File: src/rtl/inst_axi_pkg.sv
// Shared types and AXI encodings for the instruction-side AXI read master.
package inst_axi_pkg;

  typedef enum logic [1:0] {
    IDLE = 2'd0,
    ADDR = 2'd1,
    DATA = 2'd2
  } AXI_RD_STATE_t;

  localparam logic [1:0]  AXI_BURST_INCR = 2'b01;
  localparam logic [2:0]  AXI_SIZE_WORD  = 3'b010;
  localparam logic [1:0]  AXI_RESP_OKAY  = 2'b00;
  localparam int unsigned BURST_LEN_DEF  = 32'd4;

  // Cache lines are 16-byte aligned; the low nibble of a fill address is dropped.
  function automatic logic [31:0] line_align(input logic [31:0] addr);
    return addr & 32'hFFFF_FFF0;
  endfunction

endpackage

File: src/rtl/axi_inst_read_master_chk.sv
// Protocol checker for axi_inst_read_master: flags fill requests while busy and
// R beats carrying a foreign ID.
module axi_inst_read_master_chk #(
  parameter int ID_W   = 4,
  parameter int AXI_ID = 0
) (
  input logic            clk_i,
  input logic            rst_i,
  input logic            req_i,
  input logic            busy_i,
  input logic            rd_hs_i,
  input logic [ID_W-1:0] rid_i
);

  req_while_busy_a: assert property (@(posedge clk_i) disable iff (rst_i)
    !(req_i && busy_i));

  rid_match_a: assert property (@(posedge clk_i) disable iff (rst_i)
    rd_hs_i |-> (rid_i == ID_W'(AXI_ID)));

endmodule

File: src/rtl/axi_inst_read_master.sv
// I$ line-fill to single AXI4 INCR read burst converter (read channels only).
// Optional INST_AXI_PERF_EN adds simulation fill/beat/latency counters.
module axi_inst_read_master
  import inst_axi_pkg::*;
#(
  parameter int BURST_LEN = BURST_LEN_DEF,
  parameter int ID_W      = 4,
  parameter int AXI_ID    = 0
) (
  input  logic            clk_i,
  input  logic            rst_i,
  input  logic            req_i,
  input  logic [31:0]     addr_i,
  output logic            wait_o,
  output logic            out_valid_o,
  output logic [31:0]     out_o,
  output logic [31:0]     araddr_o,
  output logic [ID_W-1:0] arid_o,
  output logic [3:0]      arlen_o,
  output logic [2:0]      arsize_o,
  output logic [1:0]      arburst_o,
  output logic            arvalid_o,
  input  logic            arready_i,
  input  logic [ID_W-1:0] rid_i,
  input  logic [31:0]     rdata_i,
  input  logic [1:0]      rresp_i,
  input  logic            rlast_i,
  input  logic            rvalid_i,
  output logic            rready_o,
  output logic            err_o
);

  localparam int CNT_W = (BURST_LEN > 1) ? $clog2(BURST_LEN) : 1;
  localparam logic [CNT_W-1:0] LAST_BEAT = CNT_W'(BURST_LEN - 1);

  AXI_RD_STATE_t    state_r;
  logic [31:0]      araddr_r;
  logic             arvalid_r;
  logic             rready_r;
  logic             out_valid_r;
  logic [31:0]      out_r;
  logic [CNT_W-1:0] beat_cnt_r;
  logic             err_r;
  logic             ar_hs_s;
  logic             rd_hs_s;

  assign ar_hs_s = arvalid_r & arready_i;
  assign rd_hs_s = rvalid_i & rready_r;

  assign arid_o      = ID_W'(AXI_ID);
  assign arlen_o     = 4'(BURST_LEN - 1);
  assign arsize_o    = AXI_SIZE_WORD;
  assign arburst_o   = AXI_BURST_INCR;
  assign araddr_o    = araddr_r;
  assign arvalid_o   = arvalid_r;
  assign rready_o    = rready_r;
  assign out_valid_o = out_valid_r;
  assign out_o       = out_r;
  assign err_o       = err_r;
  // Stays high through the cycle carrying the last word so the I$ never drops it.
  assign wait_o      = req_i | (state_r != IDLE) | out_valid_r;

  // Fill sequencer: AR issue, R beat capture, beat counting and sticky error.
  always_ff @(posedge clk_i) begin
    if (rst_i) begin
      state_r     <= IDLE;
      araddr_r    <= 32'h0000_0000;
      arvalid_r   <= 1'b0;
      rready_r    <= 1'b0;
      out_valid_r <= 1'b0;
      out_r       <= 32'h0000_0000;
      beat_cnt_r  <= '0;
      err_r       <= 1'b0;
    end else begin
      out_valid_r <= 1'b0;
      case (state_r)
        IDLE: begin
          if (req_i) begin
            araddr_r  <= line_align(addr_i);
            arvalid_r <= 1'b1;
            state_r   <= ADDR;
          end
        end
        ADDR: begin
          if (ar_hs_s) begin
            arvalid_r  <= 1'b0;
            rready_r   <= 1'b1;
            beat_cnt_r <= '0;
            state_r    <= DATA;
          end
        end
        DATA: begin
          if (rd_hs_s) begin
            out_r       <= rdata_i;
            out_valid_r <= 1'b1;
            beat_cnt_r  <= (beat_cnt_r == LAST_BEAT) ? '0 : beat_cnt_r + CNT_W'(1);
            if (rresp_i != AXI_RESP_OKAY) begin
              err_r <= 1'b1;
            end
            // Early RLAST ends the burst; a missing RLAST keeps the channel open.
            if (rlast_i) begin
              rready_r <= 1'b0;
              state_r  <= IDLE;
              if (beat_cnt_r != LAST_BEAT) begin
                err_r <= 1'b1;
              end
            end else if (beat_cnt_r == LAST_BEAT) begin
              err_r <= 1'b1;
            end
          end
        end
        default: begin
          arvalid_r <= 1'b0;
          rready_r  <= 1'b0;
          state_r   <= IDLE;
        end
      endcase
    end
  end

  axi_inst_read_master_chk #(
    .ID_W   (ID_W),
    .AXI_ID (AXI_ID)
  ) u_chk (
    .clk_i   (clk_i),
    .rst_i   (rst_i),
    .req_i   (req_i),
    .busy_i  (state_r != IDLE),
    .rd_hs_i (rd_hs_s),
    .rid_i   (rid_i)
  );

`ifdef INST_AXI_PERF_EN
  int unsigned perf_fills_r;
  int unsigned perf_beats_r;
  int unsigned perf_wait_cycles_r;

  // Fill, beat and busy-cycle counters for simulation reporting.
  always_ff @(posedge clk_i) begin
    if (rst_i) begin
      perf_fills_r       <= 32'd0;
      perf_beats_r       <= 32'd0;
      perf_wait_cycles_r <= 32'd0;
    end else begin
      if (ar_hs_s) begin
        perf_fills_r <= perf_fills_r + 32'd1;
      end
      if (rd_hs_s) begin
        perf_beats_r <= perf_beats_r + 32'd1;
      end
      if (wait_o) begin
        perf_wait_cycles_r <= perf_wait_cycles_r + 32'd1;
      end
    end
  end

  final begin
    $display("axi_inst_read_master perf: fills=%0d beats=%0d avg_fill_latency=%0d",
             perf_fills_r, perf_beats_r,
             (perf_fills_r == 32'd0) ? 32'd0 : perf_wait_cycles_r / perf_fills_r);
  end
`endif

endmodule

File: config.mk
export PLATFORM = sky130hd
export DESIGN_NAME = axi_inst_read_master
export DESIGN_NICKNAME = d
export VERILOG_FILES = /design/src/rtl/inst_axi_pkg.sv /design/src/rtl/axi_inst_read_master_chk.sv /design/src/rtl/axi_inst_read_master.sv
export SDC_FILE = /design/constraint.sdc
export NUM_CORES = 1
export LEC_CHECK = 0
export ABC_AREA = 1
export CAP_MARGIN = 20
export CORE_MARGIN = 4
export CORE_UTILIZATION = 40
export CTS_CLUSTER_SIZE = 25
export DETAILED_ROUTE_END_ITERATION = 10
export MAX_ROUTING_LAYER = met4
export PLACE_DENSITY = 0.85
export SLEW_MARGIN = 5
export SYNTH_ARGS = -nofsm -noshare
export SYNTH_HDL_FRONTEND = slang
export SYNTH_SLANG_ARGS = --single-unit
File: constraint.sdc
create_clock -name clk_i -period 2.62 [get_ports clk_i]
set_input_delay 0.524 -clock clk_i [delete_from_list [all_inputs] [get_ports clk_i]]
set_output_delay 0.524 -clock clk_i [all_outputs]
set_load 0.05 [all_outputs]
==> results.yml <==
status:
  outcome: "complete, no violations"
clocking:
  clockRootBuffer: "clkbuf_8"
  post_cts_resize_count: 0
  tritoncts: "done"
  clock_path_buffers: 2
  cts_inserted_buffers: 9
  clk_sink_count: 68
  total_setup_buffers_inserted_after_cts: 0
  worst_skew_pair.late_latency_ns: 0.33
  worst_setup_hold_path_clk_slew_ns: 0.07
  postCtsHoldBufs: 0
  htree_levels: 3
power_and_ir_drop:
  p_per_area_mw_per_mm2: 782
  p_leak_nw: 1.78
  worst_ir_drop_vdd_uv: 546
synth:
  postSynth.asyncResetShare_pct: 0
  yosysMostFrequentCell: "nor2_1"
  dominantRegCellSynth: "dfxtp_1"
  ys_seq_area_share_pct: 50.8
  ys.warnings.count: 0
  postSynthCellCount: 339
  synth-edff-count: 0
  synth_seq_cells: 68
  mapped_cell_area_mm2: 0.00268
  syn_area_per_cell_um2: 7.91
  synth_largest_area_cell: "dfxtp_1"
  synth.distinct_cells: 23
  synth_top_area_share_pct: 50.8
  synth_top_cells_by_count: "121 x nor2_1, 68 x dfxtp_1, 48 x o21ai_0"
  synth_area_leaders: "dfxtp_1 51%, nor2_1 17%, o21ai_0 9.0%"
finish:
  area_growth_pct: 54.5
  stdcell_area_mm2: 0.00414
  register_area_mm2: 0.00136
  finalNetCount: 542
  nFillCells: 561
  share_of_cells_above_drive_strength_1_pct: 7.02
  antenna_cells_inserted: 0
  multi_input_area_mm2: 0.00107
timing:
  timing_hold_violations_final: 0
  unrepaired_setup_endpoints_after_global_routing: "no"
  fin_setup_tns_ns: 0
  layout_worst_path_cycle_share_pct: 82.0
  fin_skew_ns: 0.00758
  drv_slew: 0
  worst_slew_margin_rel_pct: 63.9
  finalSetupViolCount: 0
  timing.hold.ws_ns: 0.467
  timing_worst_slew_pin_value_ns: 0.540
  post_layout_min_period_ns: 2.15
  fmax_mhz: 466
drt:
  postRouteWirelength_mm: 7.08
  detailroute.via_count: 2588
  route.antenna.remaining_nets: 0
  vias_per_cell: 4.73
  first_pass_iters: 4
  initialDrtViolationCount: 110
  wl_per_cell_um: 12.9
  drc_errors: 0
worst_setup_path:
  worstSetupEndpointType: "output pin"
  crit_path_start_kind: "input pin"
  cpMaxStageDelayCell: "clkdlybuf4s50_1"
  timing.critical_path.cells: "clkdlybuf4s50_1 > inv_1 > nand2_1 > or2_2 > buf_4"
  crit_path_max_fanout: 3
  cp_slowest_stage_delay_ns: 0.39
  arrival_worst_endpoint_ns: 1.62
  cp_num_buf_inv: 3
  worst-endpoint-required_ns: 2.10
  cp_top_family: "buffers and inverters"
  timing.setup.critical_path_class: "in -> out"
grt:
  global_route_total_usage_across_every_layer_pct: 17.9
  grt_max_degree: 66
  congestion_overflow_gr: 0
  use_met2_pct: 28.4
  antenna_found_initial: 0
  grt.busiest_layer: "met2"
  grt_first_pass_wirelength_mm: 11.8
  number_of_global_route_vias_before_repair: 2583
  grt_use_met1_pct: 21.0
  met3_usage_pct: 5.51
floorplan:
  boundaryPins: 158
  fp.dieArea_mm2: 0.00808
  floorplan.die.height_um: 89.9
  design.core.area_mm2: 0.00642
  num_rows: 29
  start_util_pct: 41.7
  chipWidth_um: 89.9
flow_run:
  drv.max_cap_violation_count: 0
placement:
  hpwlAfterDp_mm: 4.98
  gp_congestion: 0.865
  buffer_ports.inserted: 132
  placedInstanceArea_mm2: 0.00392
worst_hold_path:
  holdCritPathClass: "reg -> reg"
-- worst min-delay path, cell delays in order (launching register included) --
cell	delay, ns
dfxtp_1	0.32
nand2_1	0.06
nand2_1	0.05
-- final timing paths --
check	start	end	slack, ns	cells after the start
worst max-delay path	req_i	wait_o	0.47	5
worst min-delay path	err_o	err_o	0.47	2
worst max register to register	state_r[1]	beat_cnt_r[1]	1.21	5
worst min register to register	err_o	err_o	0.47	2
-- metrics by stage --
stage	std cells	setup slack [ns]	util (%)	power, mW
global route	547	0.416	64.5	3.39
finish	547	0.472	64.5	3.24
global placement	531	0.501	61.1	2.30
CTS	547	0.472	64.5	3.27
detailed placement	531	0.473	61.1	2.32
floorplan	354	1.00	-	1.98
-- power by group --
group | total, mW | switching [mW] | leakage, nW | internal, mW
registers | 1.22 | 0.0686 | 0.555 | 1.15
clock network | 0.936 | 0.375 | 0.107 | 0.562
logic | 1.08 | 0.721 | 1.12 | 0.362
total | 3.24 | 1.16 | 1.78 | 2.07
-- logic make-up after synthesis --
family | Yosys count | synth area share (%)
AO/OA/AOI/OAI | 66 | 12.3
adder cells (fa/ha/maj) | 1 | 0.467
buffers and inverters | 44 | 11.4
flip-flops | 68 | 50.8
other | 2 | 0.280
AND/OR/NAND/NOR | 158 | 24.7
-- cells in the final DEF, fill, tap and decap left out, drive strengths merged --
cell type / instances
a21oi: 3
buf: 5
bufinv: 2
clkbuf: 12
clkdlybuf4s50: 131
clkinv: 1
clkinvlp: 1
conb: 17
dfxtp: 68
ha: 1
inv: 8
nand2: 16
nand3: 6
nand4: 3
nor2: 130
nor3: 1
o21ai: 63
or2: 2
-- state kept, by name, indices dropped and copies added (netlist names) --
signal and cells:
rready_o 1, err_o 1, out_valid_o 1, beat_cnt_r 2
state_r 2, araddr_o 28, arvalid_o 1, out_o 32
-- layer usage --
metal	share of wire (%)	routed length, µm
met3	8.2	581
met4	1.4	97
met2	45	3220
met5	0	0
met1	45	3180
-- final cells by class --
cell class | count | share of cell area, %
Clock buffer | 12 | 3.50
Inverter | 8 | 0.846
Sequential cell | 68 | 32.9
Multi-Input combinational cell | 242 | 25.8
Tap cell | 77 | 2.33
Clock inverter | 4 | 1.75
Timing Repair Buffer | 136 | 32.9
Note: power is estimated with default switching activity, not from simulation.
